===== src/rtl/seg_scan_display.sv =====
// rtl/seg_scan_display.sv - parametrised 7-segment scan controller with per-digit blink and status outputs
// Optional leading-zero blanking is compiled in when SEG_LZB_EN is defined.

module seg_scan_display #(
    parameter int NUM_DIGITS  = 8,
    parameter int SW_W        = 16,
    parameter int SCAN_DIV    = 100000,
    parameter int BLINK_TICKS = 256
) (
    input  logic                    clk_i,
    input  logic                    rst_i,
    input  logic [2:0]              state_i,
    input  logic [1:0]              clap_state_i,
    input  logic [SW_W-1:0]         sw_i,
    input  logic [4*NUM_DIGITS-1:0] data_i,
    input  logic                    data_vld_i,
    input  logic [NUM_DIGITS-1:0]   blink_mask_i,
    output logic [6:0]              CAT,
    output logic [NUM_DIGITS-1:0]   AN,
    output logic [SW_W-1:0]         LED,
    output logic [2:0]              BGR1,
    output logic [2:0]              BGR2
);

    localparam int DW    = 4 * NUM_DIGITS;
    localparam int IDX_W = (NUM_DIGITS > 1) ? $clog2(NUM_DIGITS) : 1;
    localparam int PRE_W = $clog2(SCAN_DIV);
    localparam int BLK_W = (BLINK_TICKS > 1) ? $clog2(BLINK_TICKS) : 1;

    localparam logic [IDX_W-1:0] IDX_LAST = IDX_W'(NUM_DIGITS - 1);
    localparam logic [PRE_W-1:0] PRE_LAST = PRE_W'(SCAN_DIV - 1);
    localparam logic [BLK_W-1:0] BLK_LAST = BLK_W'(BLINK_TICKS - 1);
    localparam logic [2:0]       LRU_WR   = 3'b010;

    logic [DW-1:0]    r_disp_q;
    logic [SW_W-1:0]  r_sw_q;
    logic [PRE_W-1:0] r_presc;
    logic [IDX_W-1:0] r_idx;
    logic [BLK_W-1:0] r_blink_cnt;
    logic             r_phase;
    logic [6:0]       r_cat;
    logic [NUM_DIGITS-1:0] r_an;
    logic [2:0]       r_bgr1;
    logic [2:0]       r_bgr2;

    logic             w_tick;
    logic [DW-1:0]    w_wr_word;
    logic [DW-1:0]    w_eff;
    logic [3:0]       w_nib;
    logic             w_wr_field;
    logic             w_blink;
    logic             w_lz;

    // Active-low {g,f,e,d,c,b,a} pattern for one hex digit
    function automatic logic [6:0] hex7(input logic [3:0] n);
        case (n)
            4'h0: hex7 = 7'h40;
            4'h1: hex7 = 7'h79;
            4'h2: hex7 = 7'h24;
            4'h3: hex7 = 7'h30;
            4'h4: hex7 = 7'h19;
            4'h5: hex7 = 7'h12;
            4'h6: hex7 = 7'h02;
            4'h7: hex7 = 7'h78;
            4'h8: hex7 = 7'h00;
            4'h9: hex7 = 7'h10;
            4'hA: hex7 = 7'h08;
            4'hB: hex7 = 7'h03;
            4'hC: hex7 = 7'h46;
            4'hD: hex7 = 7'h21;
            4'hE: hex7 = 7'h06;
            default: hex7 = 7'h0E;
        endcase
    endfunction

    // In write mode the low field of the word is replaced by the live switches
    generate
        if (SW_W < DW) begin : g_wr_partial
            assign w_wr_word = {r_disp_q[DW-1:SW_W], r_sw_q};
        end else begin : g_wr_full
            assign w_wr_word = r_sw_q;
        end
    endgenerate

    assign w_tick     = (r_presc == PRE_LAST);
    assign w_eff      = (state_i == LRU_WR) ? w_wr_word : r_disp_q;
    assign w_nib      = w_eff[{r_idx, 2'b00} +: 4];
    assign w_wr_field = (state_i == LRU_WR) && (32'(r_idx) < SW_W / 4);
    assign w_blink    = r_phase && (blink_mask_i[r_idx] || w_wr_field);

`ifdef SEG_LZB_EN
    logic [IDX_W-1:0] w_msd;

    // Locate the most-significant nonzero digit; an all-zero word leaves digit 0 lit
    always_comb begin
        w_msd = '0;
        for (int i = 0; i < NUM_DIGITS; i++) begin
            if (w_eff[4*i +: 4] != 4'h0) begin
                w_msd = IDX_W'(i);
            end
        end
    end

    assign w_lz = (r_idx > w_msd);
`else
    assign w_lz = 1'b0;
`endif

    // Display word latch and one-cycle capture of switches and status lines
    always_ff @(posedge clk_i or posedge rst_i) begin
        if (rst_i) begin
            r_disp_q <= '0;
            r_sw_q   <= '0;
            r_bgr1   <= '0;
            r_bgr2   <= '0;
        end else begin
            if (data_vld_i) begin
                r_disp_q <= data_i;
            end
            r_sw_q <= sw_i;
            r_bgr1 <= state_i;
            r_bgr2 <= {1'b0, clap_state_i};
        end
    end

    // Slot prescaler, digit index and blink half-period tracking
    always_ff @(posedge clk_i or posedge rst_i) begin
        if (rst_i) begin
            r_presc     <= '0;
            r_idx       <= '0;
            r_blink_cnt <= '0;
            r_phase     <= 1'b0;
        end else if (w_tick) begin
            r_presc <= '0;
            r_idx   <= (r_idx == IDX_LAST) ? '0 : r_idx + 1'b1;
            if (r_blink_cnt == BLK_LAST) begin
                r_blink_cnt <= '0;
                r_phase     <= ~r_phase;
            end else begin
                r_blink_cnt <= r_blink_cnt + 1'b1;
            end
        end else begin
            r_presc <= r_presc + 1'b1;
        end
    end

    // Registered anode/cathode drive; blanked digits keep their anode active
    always_ff @(posedge clk_i or posedge rst_i) begin
        if (rst_i) begin
            r_an  <= '1;
            r_cat <= 7'h7F;
        end else begin
            r_an  <= ~(NUM_DIGITS'(1) << r_idx);
            r_cat <= (w_blink || w_lz) ? 7'h7F : hex7(w_nib);
        end
    end

    assign CAT  = r_cat;
    assign AN   = r_an;
    assign LED  = r_sw_q;
    assign BGR1 = r_bgr1;
    assign BGR2 = r_bgr2;

endmodule

===== config.mk =====
export PLATFORM = sky130hd
export DESIGN_NAME = seg_scan_display
export DESIGN_NICKNAME = d
export VERILOG_FILES = /design/src/rtl/seg_scan_display.sv
export SDC_FILE = /design/constraint.sdc
export NUM_CORES = 1
export LEC_CHECK = 0
export ABC_CLOCK_PERIOD_IN_PS = 3100
export BUFFER_PORTS_ARGS = -buffer_cell sky130_fd_sc_hd__buf_4
export CAP_MARGIN = 20
export CORE_ASPECT_RATIO = 1.1
export CORE_MARGIN = 4
export CORE_UTILIZATION = 50
export CTS_CLUSTER_SIZE = 24
export DETAILED_ROUTE_END_ITERATION = 8
export PLACE_DENSITY_LB_ADDON = 0.12
export REMOVE_ABC_BUFFERS = 1
export SETUP_SLACK_MARGIN = 0.15
export SYNTH_ARGS = -nofsm -noshare
export SYNTH_HDL_FRONTEND = slang
export SYNTH_SLANG_ARGS = --single-unit

===== constraint.sdc =====
create_clock -name clk_i -period 3.1 [get_ports clk_i]
set_input_delay 0.155 -clock clk_i [delete_from_list [all_inputs] [get_ports clk_i]]
set_output_delay 0.155 -clock clk_i [all_outputs]
set_load 0.005 [all_outputs]

; After elaboration in Yosys (flattened, before gate mapping)
; Memory sizes are Yosys's and may differ from the RTL's.
; Cells that the tools add are included.
[word_totals]
reg_bits = 97
romBits = 112
inputBits = 64
out_inout_bits = 37
elab_cells = 35
n_memories = 1
[memory_table]
columns = memory, depth, word_bits, rd, rd_clocked_by_memory_dff, write_ports, line
row1 = (name not given), 16, 7, 1, 0, 0, 56  ; case (n)
[op_classes]
add_sub_neg = 3
n_lt_le_gt_ge = 2
n_eq_ne = 4
shift = 2
n_mux = 7
bitwise = 2
n_reduce_logical = 4
[ops]
columns = operator, n
row1 = $shiftx 32x6->4, 1
row2 = $add 17x1->17 const B, 1
row3 = $eq 17x17->1 const B, 1
row4 = $mux 17, 1
row5 = $mux 16, 1
row6 = $add 8x1->8 const B, 1
row7 = $eq 8x8->1 const B, 1
row8 = $mux 8, 1
row9 = $not 8->8, 1
row10 = $shl 1x3->8 const A, 1
row11 = $mux 7, 1
row12 = $lt 3x4->1 const B, 1
row13 = $add 3x1->3 const B, 1
row14 = $bmux 1 s3, 1
row15 = $eq 3x2->1 const B, 1
row16 = $eq 3x3->1 const B, 1
row17 = $lt 3x3->1 const B, 1
row18 = $mux 3, 1
row19 = $logic_and 1x1->1, 2
row20 = $reduce_and 2->1, 1
row21 = $logic_or 1x1->1, 1
row22 = $mux 1, 1
row23 = $not 1->1, 1

; Longest topological paths before layout
[depth]
ltp_word = 5
mapped_depth = 10
ltp_nobuf = 9

; Worst setup path before layout
; Ideal clock, no wire load.
[synth_timing]
path_type = flip-flop to flip-flop
from = register r_idx[0]
to = register r_cat[0] (netlist: CAT[0])
setup_ns = 0.087
t_arrival_ns = 2.275
t_required_ns = 3.013
setup_slack_ns = 0.739
stages_incl_launch_ff = 11
n_path_buf = 2
synth_period_minus_slack_ns = 2.361
path_cell_list = dfrtp_1 buf_6 buf_6 mux4_2 nor2_1 nor3_1 inv_1 ha_1 a211oi_1 mux2_2 nor3_1
[synth_via]
elab_chain_cells = 5
elab_cells_between_ends = 9
cone_classes = 1 x order compare / 1 x shift / 3 x mux / 3 x reduce/logical / 1 x memory
[synth_lines]
columns = item, line
row1 = "start, declared", 38  ; logic [IDX_W-1:0] r_idx;
row2 = "start signal, assigned", 135  ; r_idx <= (r_idx == IDX_LAST) ? '0 : r_idx + 1'b1;
row3 = branches (longest 4 deep; another with $mem_v2 16x7), --
row4 = $mux 7 (*), 154  ; r_cat <= (w_blink || w_lz) ? 7'h7F : hex7(w_nib);
row5 = "end signal, assigned", 154
row6 = "end, declared", 41  ; logic [6:0] r_cat;
; Mark *: on every way between the ends. The select of a mux whose other input is x is not followed.
; A chain may end at the register's enable or synchronous reset.

; Worst setup path after layout
[layout_timing]
from = input port state_i[0]
to = register r_cat[0] (netlist: CAT[0])
[layout_via]
elab_chain_cells = 5
elab_cells_between_ends = 8
cone_classes = 1 x eq/ne / 1 x shift / 2 x mux / 3 x reduce/logical / 1 x memory
[layout_lines]
columns = item, line
row1 = "start, declared", 12  ; input logic [2:0] state_i,
row2 = $eq 3x2->1 (*), "86, 88"
row3 = $mux 16 / $logic_and 1x1->1 (equally long branches), "86, 88"
row4 = $shiftx 32x6->4 / $logic_or 1x1->1 (equally long branches), "87, 89"
row5 = $mem_v2 16x7 / $logic_and 1x1->1 (equally long branches), --
row6 = $mux 7 (*), 154
; Mark *: on every way between the ends. The rest lies on a longest branch, timed or not.

==> results.sh <==
export IMPL_worst_path_buf_inv=4
export IMPL_maxSlewViolCount=0
export IMPL_final_util_pct=67.13
export IMPL_finalSetupViolCount=0
export IMPL_num_io_pins=101
export IMPL_fin_nets=524
export IMPL_num_antenna_cells=0
export IMPL_tightest_slew_ns=0.7073
export IMPL_r2r_start="r_idx[0]"
export IMPL_yosysUniqueCellTypes=50
export IMPL_mostFrequentLayoutCells="105 x buf_4, 81 x dfrtp_1, 37 x mux2_2"
export IMPL_hold_viol=0
export IMPL_outcome="finished clean"
export IMPL_mappedNetlistArea_um2=4320
export IMPL_dr_pass1_iters=4
export IMPL_syn_inst=321
export IMPL_power_leakage_uw=0.002547
export IMPL_critical_path_slowest_cell="dlygate4sd3_1"
export IMPL_clkTransAtPathRegs_ns=0.09
export IMPL_htree_levels=3
export IMPL_power_density_nw_per_um2=478.9
export IMPL_yosys_area_share_simple_pct=10.37
export IMPL_critPathKind="in -> reg"
export IMPL_layout_commonest_cell="buf_4"
export IMPL_clk_latency_ns=0.36
export IMPL_clock_sinks=97
export IMPL_ys_ff_latch=97
export IMPL_grt_pass1_wl_um=15360
export IMPL_start_kind="input pin"
export IMPL_holdPathEnd="r_disp_q[5]"
export IMPL_slew_headroom_pct=52.79
export IMPL_async_flop_share_pct=100.0
export IMPL_post_route_min_period_ns=2.659
export IMPL_slowest_delay_ns=0.54
export IMPL_synth_avg_cell_area_um2=13.46
export IMPL_rows=35
export IMPL_synth_edf_count=0
export IMPL_fill_cells=631
export IMPL_routedWlPerCell_um=15.93
export IMPL_fin_skew_ns=0.01687
export IMPL_synthXorXnorAreaFrac_pct=4.228
export IMPL_cts_setup_buffers=0
export IMPL_syn_to_final_growth_pct=30.64
export IMPL_viasPerCell=5.208
export IMPL_synth_flop_cell="dfrtp_1"
export IMPL_fmax_mhz=376.0
export IMPL_synth_top_family_by_area="multiplexers"
export IMPL_overflow=0
export IMPL_start_util_pct=51.38
export IMPL_r2r_cells=8
export IMPL_hold_depth=2
export IMPL_route_vias_total=2927
export IMPL_drive_gt1_share_pct=43.24
export IMPL_max_cap_violations=0
export IMPL_muxShareOfSynthArea_pct=17.00
export IMPL_tns_ns=0
export IMPL_rsz0062_at_grt="no"
export IMPL_hold_start="data_i[5]"
export IMPL_port_buffers=99
export IMPL_grt_max_degree=58
export IMPL_dpl_hpwl_um=6573
export IMPL_peakVddDrop_mv=0.2533
export IMPL_drc=0
export IMPL_required_ns=3.38
export IMPL_clock_path_buffers=2
export IMPL_gp_congestion=0.8189
export IMPL_core_area_um2=8408
export IMPL_cp_data_arrival_time_ns=2.94
export IMPL_crit_chain="dlygate4sd3_1 > buf_4 > nor3b_2 > buf_4 > mux4_2 > nor2_1 > nor3_1 > inv_1 > ha_1 > nor4b_1 > nor3_1"
export IMPL_regToRegEndpoint="CAT[0]"
export IMPL_finalCritPeriodShare_pct=85.79
export IMPL_drt_iter0_drc=110
export IMPL_dieHeight_um=105.5
export IMPL_critPathCaptureType="flop"
export IMPL_synth_yosys_seq_area_share_pct=56.62
export IMPL_numCtsBuffers=9
export IMPL_antenna_found_initial=0
export IMPL_r2r_slack_ns=0.55
export IMPL_synth_compound_area_share_pct=4.749
export IMPL_final_antenna_net_count=0
export IMPL_cp_max_fo=11
export IMPL_cts_root_buf="clkbuf_8"
export IMPL_grt_total_usage_pct=18.73
export IMPL_fp_dieW_um=96.63
export IMPL_hp_class="in -> reg"
export IMPL_dieArea_um2=10190
export IMPL_drt_total_wl_um=8951
export IMPL_multi_input_area_um2=1754
export IMPL_cts_tree="yes"
export IMPL_ys_warn_count=0
export IMPL_grt_pass1_vias=3135
export IMPL_sequential_cell_area_um2=2447
export IMPL_synth_adder_area_share_pct=4.054
export IMPL_critPathTopFamily="simple AND/OR/NAND/NOR gates"
## power breakdown
part	leakage, µW	internal, µW	total [µW]	switching [µW]
clock	0.000121	541	977	436
combinational	0.00126	205	337	132
sequential	0.00117	1350	1390	37.7
## layout make-up
class	instances	share of cell area [%]
multi-input cells	201	31.08
well taps	111	2.461
clock buffers	10	2.261
inverters	9	0.6207
clock inverters	6	1.995
flip-flops and latches	97	43.36
repair buffers	128	18.22
## stage by stage
step | area, µm² | cells | power, µW | setup WS, ns | hold WS, ns
4_1_cts | 5643 | 562 | 2733 | 0.3575 | 0.01394
3_3_place_gp | 5182 | 524 | 1724 | 0.4520 | 0.2641
2_1_floorplan | 4229 | 307 | 1562 | 0.3978 | 0.1864
5_1_grt | 5644 | 562 | 2826 | 0.1848 | 0.01154
3_5_place_dp | 5182 | 524 | 1733 | 0.3838 | 0.2653
6_report | 5644 | 562 | 2703 | 0.4406 | 0.02727
## logic make-up (layout without fill, tap and decap cells)
group | after synthesis | after routing
muxes | 55 | 55
adders and majority gates | 14 | 14
buffers and inverters | 23 | 153
DFF | 97 | 97
and+or+nand+nor | 86 | 86
other | 1 | 1
AOI/OAI and AO/OA | 25 | 25
xor gates and xnor gates | 20 | 20
## registers in the layout, indices dropped and copies added (netlist names)
name and cells:
AN 8, BGR1 3, BGR2 2, CAT 7, LED 16, r_blink_cnt 8, r_disp_q 32, r_idx 3
r_phase 1, r_presc 17
## Yosys cell counts (4+ instances only)
| master | n | share of area [%] |
|---|---|---|
| mux2i_1 | 7 | 1.6 |
| ha_1 | 14 | 4.1 |
| nor3_1 | 7 | 0.81 |
| dfrtp_1 | 82 | 47 |
| and2_1 | 4 | 0.58 |
| dfstp_2 | 15 | 9.1 |
| o21ai_0 | 6 | 0.70 |
| nand2_1 | 23 | 2.0 |
| mux4_2 | 11 | 5.7 |
| nor2_1 | 17 | 1.5 |
| inv_1 | 9 | 0.78 |
| nand3_1 | 12 | 1.4 |
| xor2_1 | 10 | 2.0 |
| buf_2 | 4 | 0.46 |
| mux2_2 | 37 | 9.6 |
| xnor2_1 | 9 | 1.8 |
## layer usage
| metal | GRT usage [%] | vias up | part of all wire (%) |
|---|---|---|---|
| met5 | 0 | - | 0 |
| met4 | 5.316 | 0 | 1.2 |
| met3 | 5.228 | 9 | 6.1 |
| met2 | 30.23 | 73 | 48 |
| met1 | 24.93 | 1451 | 44 |
| li1 | - | 1394 | - |
## worst max-delay path by stage
| stage | from | endpoint | slack [ns] | depth (start not counted) |
|---|---|---|---|---|
| 2_1_floorplan | state_i[0] | CAT[0] | 0.40 | 8 |
| 3_3_place_gp | r_idx[0] | CAT[3] | 0.45 | 6 |
| 3_5_place_dp | r_idx[0] | CAT[3] | 0.38 | 6 |
| 4_1_cts | r_idx[0] | CAT[3] | 0.36 | 6 |
| 5_1_grt | state_i[0] | CAT[0] | 0.18 | 11 |
| 6_report | state_i[0] | CAT[0] | 0.44 | 11 |
## what timing repair did
action / in CTS / in global routing
setup endpoints to repair: 0 / 1
gates resized for setup: 0 / 1
hold endpoints to repair: 53 / 0
hold buffers: 22 / 0
(Power assumes the default switching activity.)
